$ cat src/rtl/trig_pkg.sv
// Shared types for the trigger conditioner: FSM state encoding used by the RTL and its bench.
package trig_pkg;

    typedef enum logic [2:0] {
        IDLE      = 3'd0,
        DEB_PRESS = 3'd1,
        HOLD      = 3'd2,
        WAIT_REL  = 3'd3,
        DEB_REL   = 3'd4
    } trig_state_t;

    function automatic int unsigned max_u(input int unsigned a, input int unsigned b);
        return (a > b) ? a : b;
    endfunction

endpackage

$ cat src/rtl/sync_2ff.sv
// Reusable two-flop synchroniser for a single asynchronous level, synchronous active-low reset to 0.
module sync_2ff (
    input  logic clk,
    input  logic rst,
    input  logic d_i,
    output logic q_o
);

    logic meta;

    always_ff @(posedge clk) begin
        if (!rst) begin
            meta <= 1'b0;
            q_o  <= 1'b0;
        end else begin
            meta <= d_i;
            q_o  <= meta;
        end
    end

endmodule

$ cat src/rtl/trigger_conditioner.sv
// Push-button conditioner: synchronise, debounce press/release, emit one fixed-length trigger pulse
// per accepted press, and keep a wrapping count of accepted presses.
module trigger_conditioner
    import trig_pkg::*;
#(
    parameter int unsigned DEBOUNCE_CYCLES = 4,
    parameter int unsigned HOLD_CYCLES     = 8
) (
    input  logic       clk,
    input  logic       rst,
    input  logic       btn_i,
    output logic       trigger_o,
    output logic       busy_o,
    output logic [7:0] press_count_o
);

    localparam int unsigned MAX_CYC   = max_u(DEBOUNCE_CYCLES, HOLD_CYCLES);
    localparam int unsigned CNT_WIDTH = $clog2(MAX_CYC + 1);

    localparam logic [CNT_WIDTH-1:0] DEB_LAST  = CNT_WIDTH'(DEBOUNCE_CYCLES - 1);
    localparam logic [CNT_WIDTH-1:0] HOLD_LAST = CNT_WIDTH'(HOLD_CYCLES - 1);
    localparam logic [CNT_WIDTH-1:0] CNT_ONE   = CNT_WIDTH'(1);

    logic                 btn_s;
    trig_state_t          state;
    trig_state_t          state_next;
    logic [CNT_WIDTH-1:0] timer;
    logic [CNT_WIDTH-1:0] timer_next;
    logic                 count_inc;

    sync_2ff u_sync (
        .clk (clk),
        .rst (rst),
        .d_i (btn_i),
        .q_o (btn_s)
    );

    // Next-state logic; timer defaults to 0 so every state change clears it.
    always_comb begin
        state_next = IDLE;
        timer_next = '0;
        count_inc  = 1'b0;
        case (state)
            IDLE: begin
                state_next = btn_s ? DEB_PRESS : IDLE;
            end
            DEB_PRESS: begin
                if (!btn_s) begin
                    state_next = IDLE;
                end else if (timer == DEB_LAST) begin
                    state_next = HOLD;
                    count_inc  = 1'b1;
                end else begin
                    state_next = DEB_PRESS;
                    timer_next = timer + CNT_ONE;
                end
            end
            HOLD: begin
                if (timer == HOLD_LAST) begin
                    state_next = WAIT_REL;
                end else begin
                    state_next = HOLD;
                    timer_next = timer + CNT_ONE;
                end
            end
            WAIT_REL: begin
                state_next = btn_s ? WAIT_REL : DEB_REL;
            end
            DEB_REL: begin
                if (btn_s) begin
                    state_next = WAIT_REL;
                end else if (timer == DEB_LAST) begin
                    state_next = IDLE;
                end else begin
                    state_next = DEB_REL;
                    timer_next = timer + CNT_ONE;
                end
            end
            default: begin
                state_next = IDLE;
            end
        endcase
    end

    // Outputs are decoded from the next state so they line up with the state register.
    always_ff @(posedge clk) begin
        if (!rst) begin
            state         <= IDLE;
            timer         <= '0;
            trigger_o     <= 1'b0;
            busy_o        <= 1'b0;
            press_count_o <= 8'd0;
        end else begin
            state     <= state_next;
            timer     <= timer_next;
            trigger_o <= (state_next == HOLD);
            busy_o    <= (state_next != IDLE);
            if (count_inc) begin
                press_count_o <= press_count_o + 8'd1;
            end
        end
    end

endmodule

$ cat config.mk
export PLATFORM = sky130hd
export DESIGN_NAME = trigger_conditioner
export DESIGN_NICKNAME = d
export VERILOG_FILES = /design/src/rtl/trig_pkg.sv /design/src/rtl/sync_2ff.sv /design/src/rtl/trigger_conditioner.sv
export SDC_FILE = /design/constraint.sdc
export NUM_CORES = 1
export LEC_CHECK = 0
export ABC_AREA = 1
export CORE_ASPECT_RATIO = 1.1
export CORE_MARGIN = 1
export CORE_UTILIZATION = 40
export DETAILED_ROUTE_END_ITERATION = 10
export HOLD_SLACK_MARGIN = 0.1
export MAX_ROUTING_LAYER = met4
export PLACE_DENSITY_LB_ADDON = 0.2
export SYNTH_ARGS = -nofsm -noshare
export SYNTH_HDL_FRONTEND = slang
export SYNTH_SLANG_ARGS = --single-unit
export TNS_END_PERCENT = 1
$ cat constraint.sdc
create_clock -name clk -period 1.3 [get_ports clk]
set_clock_uncertainty 0.05 [all_clocks]
set_input_delay 0.26 -clock clk [delete_from_list [all_inputs] [get_ports clk]]
set_output_delay 0.26 -clock clk [all_outputs]
set_load 0.005 [all_outputs]
# Word level (Yosys, flattened, before mapping)

Index checks and enable logic that the tools add are counted.

Add/subtract/negate cells: 2
$mul: 0
Divide/modulo/power cells: 0
Order comparisons: 0
Equality and inequality tests: 7
Shift operators: 0
Multiplexer cells: 16
Bitwise logic cells: 0
Reduce and logical (&&, ||, !) cells: 2

Operators by type and width:

| cell                                           | count |
|---|---|
| two-way mux 4 bit                              | 4 |
| one-hot mux 3 bit (5 select lines)             | 1 |
| one-hot mux 4 bit (3 select lines)             | 1 |
| == test 3 x 2 -> 1 bit (second input constant) | 3 |
| two-way mux 3 bit                              | 3 |
| adder 8 x 1 -> 8 bit (second input constant)   | 1 |
| two-way mux 1 bit                              | 5 |
| adder 4 x 1 -> 4 bit (second input constant)   | 1 |
| == test 4 x 2 -> 1 bit (second input constant) | 1 |
| == test 4 x 3 -> 1 bit (second input constant) | 1 |
| two-way mux 2 bit                              | 2 |
| == test 3 x 1 -> 1 bit (second input constant) | 1 |
| == test 3 bit (second input constant)          | 1 |
| zero test 3 bit                                | 1 |
| nonzero test 3 bit                             | 1 |

Flip-flop bits (word level): 19
Bits in latches: 0
Memory bits (writable): 0
Bits in read-only memories: 0
Input bits: 3
Output and inout port bits: 10
Memories kept: 0

# Longest topological paths before layout

Depth after elaboration: 5
Depth in mapped cells: 9
Mapped depth without buffers: 9

# Modules after synthesis

A second synthesis with hierarchy kept.

Cells, all modules: 135
Area total of the unflattened synthesis: 967.2 um^2

By module, submodules not included:

| module              | times used | cells an instance | area an instance (um^2) | seq. area each (um^2) |
|---|---|---|---|---|
| trigger_conditioner | 1          | 129               | 912.1                   | 340.3 |
| sync_2ff            | 1          | 6                 | 55.1                    | 40.0 |

# Worst setup path after synthesis

Ideal clock, no wire load.

Kind: register -> register
Start: reg timer[0]
End: reg press_count_o[0]
Data arrival time: 1098 ps
Data required time: 1132 ps
Path slack: 34 ps
Stages on the path, launching flop included: 7
Path buffers: 0
Period minus slack after synthesis: 1266 ps
Cell sequence: dfxtp_1 -> ha_1 -> nand3_1 -> nor2_8 -> inv_2 -> o21ai_1 -> a21oi_1

Word-level cells in the longest chain between the ends: 4

Ends and longest elaborated chain:

| item                   | RTL line                  | RTL |
|---|---|---|
| from (decl)            | trigger_conditioner.sv:27 | `logic [CNT_WIDTH-1:0] timer;` |
| from (signal assigned) | trigger_conditioner.sv:95 | `timer <= timer_next;` |
| == test 4 x 2 -> 1 bit | trigger_conditioner.sv:50 | `end else if (timer == DEB_LAST) begin` |
| two-way mux 1 bit      | trigger_conditioner.sv:50 |  |
| two-way mux 1 bit      | trigger_conditioner.sv:48 | `if (!btn_s) begin` |
| two-way mux 1 bit      | trigger_conditioner.sv:43 | `case (state)` |
| to (signal assigned)   | trigger_conditioner.sv:99 | `press_count_o <= press_count_o + 8'd1;` |
| to (decl)              | trigger_conditioner.sv:14 | `output logic [7:0] press_count_o` |

No other way between the ends.
A chain may end at the register's enable or synchronous reset.

# Worst setup path after layout

Start: reg u_sync.q_o
End: reg state[0]

Word-level cells in the longest chain between the ends: 2
Elaborated cells between the ends (all ways): 5
Classes of those cells: mux (5)

Ends and longest elaborated chain:

| item                                            | RTL line                  | RTL |
|---|---|---|
| from (decl)                                     | sync_2ff.sv:6             | `output logic q_o` |
| from (signal assigned)                          | sync_2ff.sv:17            | `q_o <= meta;` |
| two-way mux 3 bit, or another cell as far along | trigger_conditioner.sv:70 | `if (btn_s) begin` |
| one-hot mux 3 bit (5 select lines) *            | trigger_conditioner.sv:43 |  |
| to (signal assigned)                            | trigger_conditioner.sv:94 | `state <= state_next;` |
| to (decl)                                       | trigger_conditioner.sv:25 | `trig_state_t state;` |

Mark *: on every way between the ends. The rest lies on a longest branch, timed or not.

==> run metrics <==
fin crit share 1.05; Die Footprint 0.00262 mm²; status finished, violations left; violated checks setup timing; most common cell after layout, fill and taps aside nand2_1; Mapped Cells 142; Post-Synth Simple-Gate Area 0.393; via density per instance 4.82; layout cell share with drive strength beyond 1 0.295; I/O Pins 13; unrepaired setup endpoints after global routing yes; clk slew on worst S/H paths around 110 ps; Startpoint Class flop; largest net degree at the start of global routing 13; hold_buf cts 0; Layout area overhead 36.1%; Max-slew headroom 0.804; register area share after synthesis 0.393; clk sinks 19; largest family of logic cells by synthesized area simple AND/OR/NAND/NOR gates; Crit Path Category reg -> reg; CP Max Fanout 4; CP Capture Type flop; DR WL/cell 10.9 µm; Placed Instance Area roughly 0.0012 mm²; most frequent cells in the layout nand2_1, inv_1, nor2_1, buf_4; H-Tree Depth 1; dpl ws -93.9 ps; post-synthesis adder-cell area fraction 0.0259; Synth area leaders dfxtp_1, nand2_1, nor2_1, inv_1, nand3_1; Num CTS Buffers 3; WHS roughly 370 ps; synthesized area 967 µm²; post-synth top area cell dfxtp_1; clk_lat worst skew between 200 and 300 ps; Synth Area in XOR/XNOR 0.0272; Least-Margin Pin Slew between 200 and 300 ps; Cell Pwr Density roughly 700 mW/mm²; Row Count 18; Max VDD drop 0.000366 V; DP HPWL 1550 µm; WP data required between 1000 and 1500 ps; Die Y ~54 µm; Pre-antenna DRT Iters 4; port bufs 12; DRC violations left 0; Die Width 48.9 µm; Design Area, Final about 0.0013 mm²; Tmin final 1360 ps; total track usage 0.182; multiplexer area fraction after synthesis 0; placed insts roughly 190; CTS tree yes; vias in the first global route 860; Detailed Route Iter0 Violations 13; initial antenna violation count 0; CTS Buffer Depth 2; number of distinct library cells after synthesis 22; Synth Net Count approximately 150; post-route antenna net violation count 0; min-delay worst type reg -> reg; final wirelength 2220 µm; Avg Cell Area, Syn 6.81 µm²; Pleak ~0.00070 µW; global-route wire length before repair about 3600 µm; final setup margin -62.8 ps; Synth Register Bits 19; Synth Area in Compound Gates 0.0712; CORE AREA roughly 0.0023 mm²; Max Clk Rate 0.734 GHz; Congestion Overflow GR 0; critical path arrival between 1500 and 2000 ps; GP Congestion about 0.85; YS warnings 0; final setup violating endpoints 7; fin cells ~200; Root Driver clkbuf_4; Starting Density 0.425; final max-slew violation count 0; Final Hold Fails 0; Power Total around 930 µW; via count approximately 1000; Max Cap Viol 0; ant diodes 0; Final #Nets 179; post-synth top area share 0.393
layer usage:
metal | vias to the layer above | wire (µm) | track usage
met1 | 452 | 1030 | 0.209
li1 | 508 | - | -
met2 | 16 | 1110 | 0.324
met4 | 0 | 12 | 0.0588
met5 | - | 0 | -
met3 | 2 | 61 | 0.0339
cells in the mapped netlist, drive strengths merged:
master / number
a21oi: 7
a31oi: 3
clkbuf: 1
dfxtp: 19
ha: 2
inv: 22
nand2: 39
nand3: 13
nand3b: 1
nand4: 4
nor2: 24
nor3: 1
o21ai: 3
xnor2: 1
xor2: 2
worst paths after layout:
| kind | start | end | slack (ps) | depth (start not counted) |
|---|---|---|---|---|
| worst max-delay path | u_sync.q_o | state[0] | -60 | 8 |
| worst min-delay path | u_sync.meta | u_sync.q_o | 370 | 2 |
| worst max register to register | u_sync.q_o | state[0] | -60 | 8 |
| worst min register to register | u_sync.meta | u_sync.q_o | 370 | 2 |
flip-flops by register name, indices dropped and copies added (netlist names):
register / cells
press_count_o: 8
busy_o: 1
trigger_o: 1
timer: 4
u_sync.meta: 1
state: 3
u_sync.q_o: 1
critical path: stages, from the launching register on:
cell	delay, ps
dfxtp_1	420
inv_2	70
nor2_4	120
nand2_4	90
nor2_2	120
nor2_2	70
buf_4	130
buf_4	120
a21oi_1	110
timing repair:
action                                  in CTS  in global routing
gates cloned                                 0                  0
endpoints found under the setup margin      26                 17
resized for setup                           23                 11
pin swaps                                    3                  7
setup buffers                                3                  2
final cells by class:
cell class / count / area [µm²]
Clock buffer: 4 / 26.3
Fill cell: 232 / 958
Inverter: 22 / 82.6
Multi-Input combinational cell: 100 / 543
Sequential cell: 19 / 395
Tap cell: 30 / 37.5
Timing Repair Buffer: 28 / 231
power breakdown:
part	internal [µW]	leakage [µW]	switching (µW)	total [µW]
sequential	586	0.000160	3.77	590
combinational	21.7	0.000527	25.5	47.2
clock	119	0.0000150	175	294
total	727	0.000701	204	931
metrics by stage:
stage | TNS, ps | util
finish | -217 | 0.579
global route | -1180 | 0.579
CTS | -194 | 0.559
detailed placement | -729 | 0.529
global placement | -356 | 0.529
floorplan | 0 | -
logic make-up (layout without fill, tap and decap cells):
group	after synthesis	after routing
adders and majority gates	2	2
buffers and inverters	23	54
AOI/OAI and AO/OA	13	13
and+or+nand+nor	82	82
DFF	19	19
xor gates and xnor gates	3	3
(Power assumes the default switching activity.)
